==> src/rtl/mem_access_unit.sv <==
// MEM-stage load/store unit: executes loads and stores over a byte-wide RAM
// port (little-endian, one byte per handshake), stalls upstream while busy and
// presents the write-back triple to MEM/WB. Non-memory ops pass straight through.

`ifndef MEM_ACCESS_UNIT_DEFS
`define MEM_ACCESS_UNIT_DEFS
`define REG_WIDTH    5
`define DATA_WIDTH   32
`define ALU_OP_WIDTH 8
`define ALU_ADD      8'h01
`define ALU_LB       8'h20
`define ALU_LH       8'h21
`define ALU_LW       8'h22
`define ALU_LBU      8'h24
`define ALU_LHU      8'h25
`define ALU_SB       8'h28
`define ALU_SH       8'h29
`define ALU_SW       8'h2A
`endif

module mem_access_unit #(
  parameter int WAIT_LIMIT = 255
) (
  input  logic                     CLK,
  input  logic                     RST,
  input  logic [`REG_WIDTH-1:0]    mem_rd,
  input  logic                     mem_rd_op,
  input  logic [`DATA_WIDTH-1:0]   mem_rd_data,
  input  logic [`ALU_OP_WIDTH-1:0] mem_aluop,
  input  logic [`DATA_WIDTH-1:0]   mem_mem_addr,
  input  logic [`DATA_WIDTH-1:0]   mem_mem_wdata,
  output logic                     ram_req,
  output logic                     ram_we,
  output logic [`DATA_WIDTH-1:0]   ram_addr,
  output logic [7:0]               ram_wdata,
  input  logic [7:0]               ram_rdata,
  input  logic                     ram_ready,
  output logic                     stall_req,
  output logic                     mem_err,
  output logic [`REG_WIDTH-1:0]    wb_rd,
  output logic                     wb_rd_op,
  output logic [`DATA_WIDTH-1:0]   wb_rd_data
);

  localparam int WW = (WAIT_LIMIT < 2) ? 1 : $clog2(WAIT_LIMIT + 1);
  localparam logic [WW-1:0] WAIT_LAST = WW'(WAIT_LIMIT - 1);

  typedef enum logic [1:0] {IDLE, ACCESS, DONE} state_t;

  state_t                 state_reg;
  logic [`DATA_WIDTH-1:0] addr_reg;
  logic [`DATA_WIDTH-1:0] wdata_reg;
  logic [`DATA_WIDTH-1:0] data_reg;
  logic [2:0]             size_reg;
  logic [2:0]             k_reg;
  logic                   sign_reg;
  logic                   we_reg;
  logic                   err_reg;
  logic [WW-1:0]          wait_reg;

  logic                   is_mem;
  logic [2:0]             dec_size;
  logic                   dec_sign;
  logic                   dec_we;
  logic [`DATA_WIDTH-1:0] load_value;

  // Decode the EX/MEM op into transfer size, sign-extension and direction
  always_comb begin
    is_mem   = 1'b1;
    dec_size = 3'd4;
    dec_sign = 1'b0;
    dec_we   = 1'b0;
    case (mem_aluop)
      `ALU_LB:  begin dec_size = 3'd1; dec_sign = 1'b1; end
      `ALU_LH:  begin dec_size = 3'd2; dec_sign = 1'b1; end
      `ALU_LW:  dec_size = 3'd4;
      `ALU_LBU: dec_size = 3'd1;
      `ALU_LHU: dec_size = 3'd2;
      `ALU_SB:  begin dec_size = 3'd1; dec_we = 1'b1; end
      `ALU_SH:  begin dec_size = 3'd2; dec_we = 1'b1; end
      `ALU_SW:  begin dec_size = 3'd4; dec_we = 1'b1; end
      default:  is_mem = 1'b0;
    endcase
  end

  // Access FSM: latch the op in IDLE, move bytes in ACCESS, one DONE cycle
  always_ff @(posedge CLK) begin
    if (!RST) begin
      state_reg <= IDLE;
      addr_reg  <= '0;
      wdata_reg <= '0;
      data_reg  <= '0;
      size_reg  <= '0;
      k_reg     <= '0;
      sign_reg  <= 1'b0;
      we_reg    <= 1'b0;
      err_reg   <= 1'b0;
      wait_reg  <= '0;
    end else begin
      case (state_reg)
        IDLE: begin
          if (is_mem) begin
            addr_reg  <= mem_mem_addr;
            wdata_reg <= mem_mem_wdata;
            size_reg  <= dec_size;
            sign_reg  <= dec_sign;
            we_reg    <= dec_we;
            k_reg     <= '0;
            wait_reg  <= '0;
            data_reg  <= '0;
            err_reg   <= 1'b0;
            state_reg <= ACCESS;
          end
        end
        ACCESS: begin
          // A byte completing on the same edge as the timeout wins
          if (ram_ready) begin
            if (!we_reg) data_reg[{k_reg[1:0], 3'b000} +: 8] <= ram_rdata;
            k_reg    <= k_reg + 3'd1;
            wait_reg <= '0;
            if (k_reg + 3'd1 == size_reg) state_reg <= DONE;
          end else if (wait_reg == WAIT_LAST) begin
            err_reg   <= 1'b1;
            state_reg <= DONE;
          end else begin
            wait_reg <= wait_reg + 1'b1;
          end
        end
        DONE:    state_reg <= IDLE;
        default: state_reg <= IDLE;
      endcase
    end
  end

  // Extend the assembled bytes according to size and signedness
  always_comb begin
    case (size_reg)
      3'd1:    load_value = sign_reg ? {{24{data_reg[7]}}, data_reg[7:0]}
                                     : {24'd0, data_reg[7:0]};
      3'd2:    load_value = sign_reg ? {{16{data_reg[15]}}, data_reg[15:0]}
                                     : {16'd0, data_reg[15:0]};
      default: load_value = data_reg;
    endcase
  end

  // Output decode; everything is held at zero while reset is asserted
  always_comb begin
    ram_req    = 1'b0;
    ram_we     = 1'b0;
    ram_addr   = '0;
    ram_wdata  = '0;
    stall_req  = 1'b0;
    mem_err    = 1'b0;
    wb_rd      = '0;
    wb_rd_op   = 1'b0;
    wb_rd_data = '0;
    if (RST) begin
      case (state_reg)
        IDLE: begin
          if (is_mem) begin
            stall_req = 1'b1;
          end else begin
            wb_rd      = mem_rd;
            wb_rd_op   = mem_rd_op;
            wb_rd_data = mem_rd_data;
          end
        end
        ACCESS: begin
          ram_req   = 1'b1;
          ram_we    = we_reg;
          ram_addr  = addr_reg + {29'd0, k_reg};
          ram_wdata = wdata_reg[{k_reg[1:0], 3'b000} +: 8];
          stall_req = 1'b1;
        end
        DONE: begin
          wb_rd   = mem_rd;
          mem_err = err_reg;
          if (!err_reg) begin
            wb_rd_op = mem_rd_op;
            if (!we_reg) wb_rd_data = load_value;
          end
        end
        default: ;
      endcase
    end
  end

endmodule

==> config.mk <==
export PLATFORM = sky130hd
export DESIGN_NAME = mem_access_unit
export DESIGN_NICKNAME = d
export VERILOG_FILES = /design/src/rtl/mem_access_unit.sv
export SDC_FILE = /design/constraint.sdc
export NUM_CORES = 1
export LEC_CHECK = 0
export ABC_CLOCK_PERIOD_IN_PS = 4300
export BUFFER_PORTS_ARGS = -buffer_cell sky130_fd_sc_hd__buf_2
export CORE_MARGIN = 2
export CORE_UTILIZATION = 58
export CTS_BUF_LIST = sky130_fd_sc_hd__clkbuf_4 sky130_fd_sc_hd__clkbuf_8
export DETAILED_ROUTE_END_ITERATION = 10
export PLACE_DENSITY = 0.89
export SLEW_MARGIN = 10
export SYNTH_ARGS = -nofsm -noshare
export SYNTH_HDL_FRONTEND = slang
export SYNTH_SLANG_ARGS = --single-unit
==> constraint.sdc <==
create_clock -name CLK -period 4.3 [get_ports CLK]
set_input_delay 0.43 -clock CLK [delete_from_list [all_inputs] [get_ports CLK]]
set_output_delay 0.43 -clock CLK [all_outputs]
set_load 0.005 [all_outputs]
==> impl_metrics.toml, run 1 <==
[run_status]
status = "completed"

[sta]
rsz0062_at_grt = "no"
final_hold_viol_count = 0
setup_tns_ns = 0
finalSetupViolations = 0
fin_ws_ns = 0.940
slew_headroom_pct = 20.2
clock.fmax_ghz = 0.298
worst_slew_pin_slew_ns = 1.19
whs_ns = 0.252
slew_violations = 0
skew_ns = 0.0110
fin_crit_sh_pct = 78.1
min_period_ns = 3.36

[clock_network]
cts-resized-gates = 0
clockBufferDepth = 2
cts_root_buf = "clkbuf_8"
post_cts_buffers = 0
holdBufCountCts = 0
clock_sinks = 115
insertion_delay_ns = 0.42
cts_made_buffers = 17
tritoncts = "built"
ctsHtreeMaxLevel = 4
clk_pin_slew_ns = 0.08

[final_layout]
area_growth_pct = 21.1
drive_above_1_share_pct = 26.7
nets = 1118
post-route-util_pct = 72.9
fin_cells = 1138
insertedDiodeCount = 0

[logic_synthesis]
synth_seq_area_share_pct = 35.0
synth_cell_types = 64
synth_top_area_share_pct = 35.0
ys.flop_type = "dfxtp_1"
ys_ff_latch = 115
synthArstFlopShare_pct = 0
synth_nets = 953
avgSynthCellArea_um2 = 8.01
ys.warnings.count = 0
syn_inst = 821
synth_top_cell_by_area = "dfxtp_1"
synth.area.top_cells = "dfxtp_1 35%, nand2_1 9.6%, a21boi_0 7.8%"
syn_area_mm2 = 0.00658
synth-edff-count = 0

[min_path]
holdPathStages = 3
hp-class = "in -> reg"
min_from = "mem_mem_wdata[22]"
worstHoldEndpoint = "wdata_reg[22]"

[setup_path]
cp.arrival_ns = 2.93
cp-start-kind = "flop"
crit_type = "reg -> out"
crit_path_cell_trace = "ha_1 > inv_1 > fa_1 > and2b_1 > o211ai_2 > or4_1 > a21oi_1 > buf_2"
path_max_fanout = 20
cpPeakStageDelay_ns = 0.61
cpMaxStageDelayCell = "or4_1"
cp-end-kind = "primary output"
ff2ff_path_depth = 5
reg2reg_slack_ns = 1.99
regToRegEndpoint = "k_reg[0]"
cp_top_family = "simple AND/OR/NAND/NOR gates"
worst-path-buf-inv = 2
r2r_start = "state_reg[1]"
cp.required_ns = 3.87

[route]
vias = 6843
firstDrtPassIters = 5
routedWlPerCell_um = 15.5
drtAntennaViolNets = 0
drt_iter0_markers = 591
vias_per_cell = 6.01
remaining_drc_errors = 0
wl_mm = 17.6

[placement]
portBuffers = 202
dp.cells = 1107
dp_slack_ns = 1.32
gp_congestion = 0.848
dp_hpwl_mm = 12.1

[floorplan]
fp.dieArea_mm2 = 0.0122
rows = 38
pin_count = 203
dieHeight_um = 110
floorplan.initialDensity_pct = 60.1
die_w_um = 110
coreArea_mm2 = 0.0109

[power_and_ir_drop]
power_density_mw_per_mm2 = 293
ir_drop_mv = 0.257
leakage_nw = 3.04

[global_route]
grt_remaining_overflow = 0
antenna_found_initial = 0
grt_use_total_pct = 28.2
grt_pass1_vias = 6204
grt_pass1_wl_mm = 29.1
grt_max_degree = 88

[job]
max_cap_violations = 0
## placed cells by master (no fill, tap or decap), types with 8 or more instances in the layout
cell type,count
mux4_2,8
a22oi_1,9
nor2_1,42
a21boi_0,68
ha_1,10
or4_1,8
inv_1,14
o21ai_0,24
o21a_1,10
and2_1,10
a21oi_1,38
buf_4,9
or3_1,11
clkbuf_8,19
o2bb2ai_1,16
nand4_1,41
nand3_1,24
dfxtp_1,115
o31ai_1,40
nand2_1,168
buf_2,201
and3_1,14
## routing by layer
metal / share of wire [%] / wire length, µm / GRT usage [%] / vias up
met4: 1.9 / 333 / 9.25 / 0
met3: 6.3 / 1110 / 5.16 / 32
li1: - / - / - / 3311
met5: 0 / 0 / 0 / -
met1: 43 / 7640 / 37.4 / 3223
met2: 48 / 8510 / 46.4 / 277
## worst max-delay path by stage
stage	from	to	depth (start not counted)
after floorplan	k_reg[1]	ram_addr[28]	8
after global placement	RST	wb_rd_data[18]	5
after detailed placement	RST	wb_rd_data[23]	5
after CTS	addr_reg[0]	ram_addr[26]	8
after global routing	state_reg[1]	wb_rd_data[17]	4
final	addr_reg[0]	ram_addr[26]	8
## worst reg2reg max path, stage by stage, from the launching register on
cell     delay [ns]
dfxtp_1        0.42
nor2_1         0.29
nand4_4        0.57
buf_4          0.53
and3_1         0.23
o21a_1         0.17
## through the flow
stage          cell area [µm²]  total power (W)
6_report                  7970          0.00233
5_1_grt                   7970          0.00241
4_1_cts                   7960          0.00234
3_5_place_dp              7540          0.00130
3_3_place_gp              7540          0.00130
2_1_floorplan             6580          0.00121
## cell usage after synthesis, types with 7 or more instances
| cell | count |
|---|---|
| dfxtp_1 | 115 |
| nand3_1 | 24 |
| nor2_1 | 42 |
| or4_1 | 8 |
| o21ai_0 | 24 |
| a21boi_0 | 68 |
| clkbuf_1 | 34 |
| or3_1 | 11 |
| a21oi_1 | 38 |
| xor2_1 | 7 |
| inv_1 | 14 |
| and2_1 | 10 |
| o21a_1 | 10 |
| nand4_1 | 41 |
| o2bb2ai_1 | 16 |
| buf_2 | 18 |
| buf_1 | 7 |
| a22oi_1 | 9 |
| o31ai_1 | 40 |
| ha_1 | 10 |
| nand2_1 | 168 |
| and3_1 | 14 |
| mux4_2 | 8 |
## cell type report
class	instances	area [µm²]
clock buffers	19	262
clock inverters	12	156
inverters	14	52.6
repair buffers	210	1070
fillers	866	2970
well taps	140	175
multi-input cells	628	3950
flip-flops and latches	115	2300
## cell families after synthesis
logic type | count (synthesis) | synth area share [%]
and+or+nand+nor | 361 | 27.8
muxes | 14 | 3.65
adders and majority gates | 11 | 2.21
buffers and inverters | 78 | 5.25
AOI/OAI and AO/OA | 230 | 24.5
DFF | 115 | 35.0
xor gates and xnor gates | 12 | 1.60
## report_power, final
group / internal, W / switching (W)
Clock: 0.000602 / 0.000450
Combinational: 0.0000955 / 0.000104
Sequential: 0.00107 / 0.00000976
Total: 0.00177 / 0.000564
Power figures use the tool's default switching activity.
==> run 2, diff against run 1 <==
--- a/config.mk
+++ b/config.mk
@@ -5,13 +5,13 @@
 export SDC_FILE = /design/constraint.sdc
 export NUM_CORES = 1
 export LEC_CHECK = 0
-export ABC_CLOCK_PERIOD_IN_PS = 4300
+export ABC_CLOCK_PERIOD_IN_PS = 3330
 export BUFFER_PORTS_ARGS = -buffer_cell sky130_fd_sc_hd__buf_2
 export CORE_MARGIN = 2
-export CORE_UTILIZATION = 58
+export CORE_UTILIZATION = 54
 export CTS_BUF_LIST = sky130_fd_sc_hd__clkbuf_4 sky130_fd_sc_hd__clkbuf_8
 export DETAILED_ROUTE_END_ITERATION = 10
-export PLACE_DENSITY = 0.89
+export PLACE_DENSITY = 0.84
 export SLEW_MARGIN = 10
 export SYNTH_ARGS = -nofsm -noshare
 export SYNTH_HDL_FRONTEND = slang
==> constraint.sdc (replaced) <==
create_clock -name CLK -period 3.33 [get_ports CLK]
set_input_delay 0.333 -clock CLK [delete_from_list [all_inputs] [get_ports CLK]]
set_output_delay 0.333 -clock CLK [all_outputs]
set_load 0.005 [all_outputs]
==> impl_metrics.toml, run 2 (synthesis gave the netlist of run 1 again) <==
[global_route]
antenna_found_initial = 0
grt_max_degree = 79
grt_pass1_vias = 5970
grt_remaining_overflow = 0
grt_use_total_pct = 26.9
grt_pass1_wl_mm = 28.5

[power_and_ir_drop]
switching_power_w = 0.000726
power.share.switching_pct = 24.1
leakage_nw = 3.08
clkPwrFrac_pct = 44.9
combPwrFrac_pct = 8.7
power_density_mw_per_mm2 = 375
ir_drop_mv = 0.312
share_seq_of_total_power_pct = 46.4
power_w = 0.00302
p_int_w = 0.00229

[placement]
gp_congestion = 0.897
dp_hpwl_mm = 12.5
portBuffers = 202

[floorplan]
rows = 40
coreArea_mm2 = 0.0120
dieHeight_um = 114
pin_count = 203
die_w_um = 114
fp.dieArea_mm2 = 0.0131
floorplan.initialDensity_pct = 55.0

[final_layout]
insertedDiodeCount = 0
post-route-util_pct = 67.3
drive_above_1_share_pct = 27.1
mostFrequentLayoutCells = "201 x buf_2, 168 x nand2_1, 115 x dfxtp_1"
area_growth_pct = 22.4
nets = 1126
layout_commonest_cell = "buf_2"

[sta]
slew_violations = 0
skew_ns = 0.0103
final_hold_viol_count = 0
setup_tns_ns = 0
rsz0062_at_grt = "no"
slew_headroom_pct = 30.8
min_period_ns = 3.05
clock.fmax_ghz = 0.328
fin_crit_sh_pct = 91.5
finalSetupViolations = 0
worst_slew_pin_slew_ns = 1.03

[clock_network]
insertion_delay_ns = 0.42
cts_root_buf = "clkbuf_8"
tritoncts = "built"
clk_pin_slew_ns = 0.08
ctsHtreeMaxLevel = 4
cts_made_buffers = 17
clockBufferDepth = 2
clock_sinks = 115

[route]
drt_iter0_markers = 511
routed.top_layer = "met4"
routedWlPerCell_um = 15.6
remaining_drc_errors = 0
wl_met3_mm = 1.09
wl_mm = 17.9
wl_met2_mm = 8.50
firstDrtPassIters = 6
drtAntennaViolNets = 0
vias = 6700
wl_met1_mm = 7.94
vias_per_cell = 5.81

[setup_path]
ff2ff_path_depth = 4
endpoint = "ram_addr[26]"
r2r_start = "state_reg[0]"
path_max_fanout = 20
reg2reg_slack_ns = 0.99
cp.required_ns = 3.00
cp-end-kind = "primary output"
crit_type = "reg -> out"
cp-start-kind = "flop"
crit_start = "addr_reg[0]"
cp.arrival_ns = 2.71
regToRegEndpoint = "data_reg[7]"

[run_status]
status = "completed"

[job]
max_cap_violations = 0

[min_path]
hp-class = "in -> reg"
## run 2: what timing repair did
item                       4_1_cts  5_1_grt
setup endpoints to repair        0        5
hold buffers                     0        0
hold endpoints to repair         0        0
setup buffers                    0        0
resized for setup                0        1
## run 2: cell type report
type                            count  area, µm²
Sequential cell                   115       2300
Clock inverter                     12        158
Fill cell                         983       3910
Tap cell                          147        184
Clock buffer                       19        262
Timing Repair Buffer              218       1150
Multi-Input combinational cell    628       3950
Inverter                           14       52.6
## run 2: critical path: stages, from the launching register on
cell,delay [ns]
dfxtp_1,0.34
ha_1,0.17
inv_1,0.05
fa_1,0.37
and2b_1,0.35
o211ai_4,0.21
or4_1,0.54
a21oi_1,0.14
buf_2,0.12
## run 2: worst min path at each step
stage,from,depth (start not counted),endpoint
3_3_place_gp,wdata_reg[21],2,wdata_reg[21]
2_1_floorplan,wdata_reg[16],2,wdata_reg[16]
4_1_cts,mem_mem_wdata[12],3,wdata_reg[12]
3_5_place_dp,wdata_reg[21],2,wdata_reg[21]
6_report,mem_mem_wdata[28],3,wdata_reg[28]
5_1_grt,mem_mem_wdata[12],3,wdata_reg[12]
## run 2: power groups by stage
| stage | Sequential, W | Combinational (W) | Clock (W) |
|---|---|---|---|
| 2_1_floorplan | 0.00143 | 0.000133 | 0 |
| 3_3_place_gp | 0.00143 | 0.000257 | 0 |
| 3_5_place_dp | 0.00143 | 0.000260 | 0 |
| 4_1_cts | 0.00140 | 0.000262 | 0.00137 |
| 5_1_grt | 0.00140 | 0.000290 | 0.00144 |
| 6_report | 0.00140 | 0.000263 | 0.00135 |
## run 2: per-stage QoR
step           hold slack (ns)  area (µm²)  instances  setup WS [ns]
5_1_grt                  0.139        8050       1153         0.0836
2_1_floorplan            0.440        6580        821          0.583
3_5_place_dp             0.456        7620       1122          0.615
3_3_place_gp             0.448        7620       1122          0.650
6_report                 0.151        8050       1153          0.283
4_1_cts                  0.138        8040       1153          0.143
## run 2: layer usage
| layer | vias to the layer above | global-route usage [%] |
|---|---|---|
| met3 | 33 | 5.19 |
| met4 | 0 | 9.35 |
| met1 | 3104 | 35.7 |
| li1 | 3327 | - |
| met5 | - | 0 |
| met2 | 236 | 44.2 |
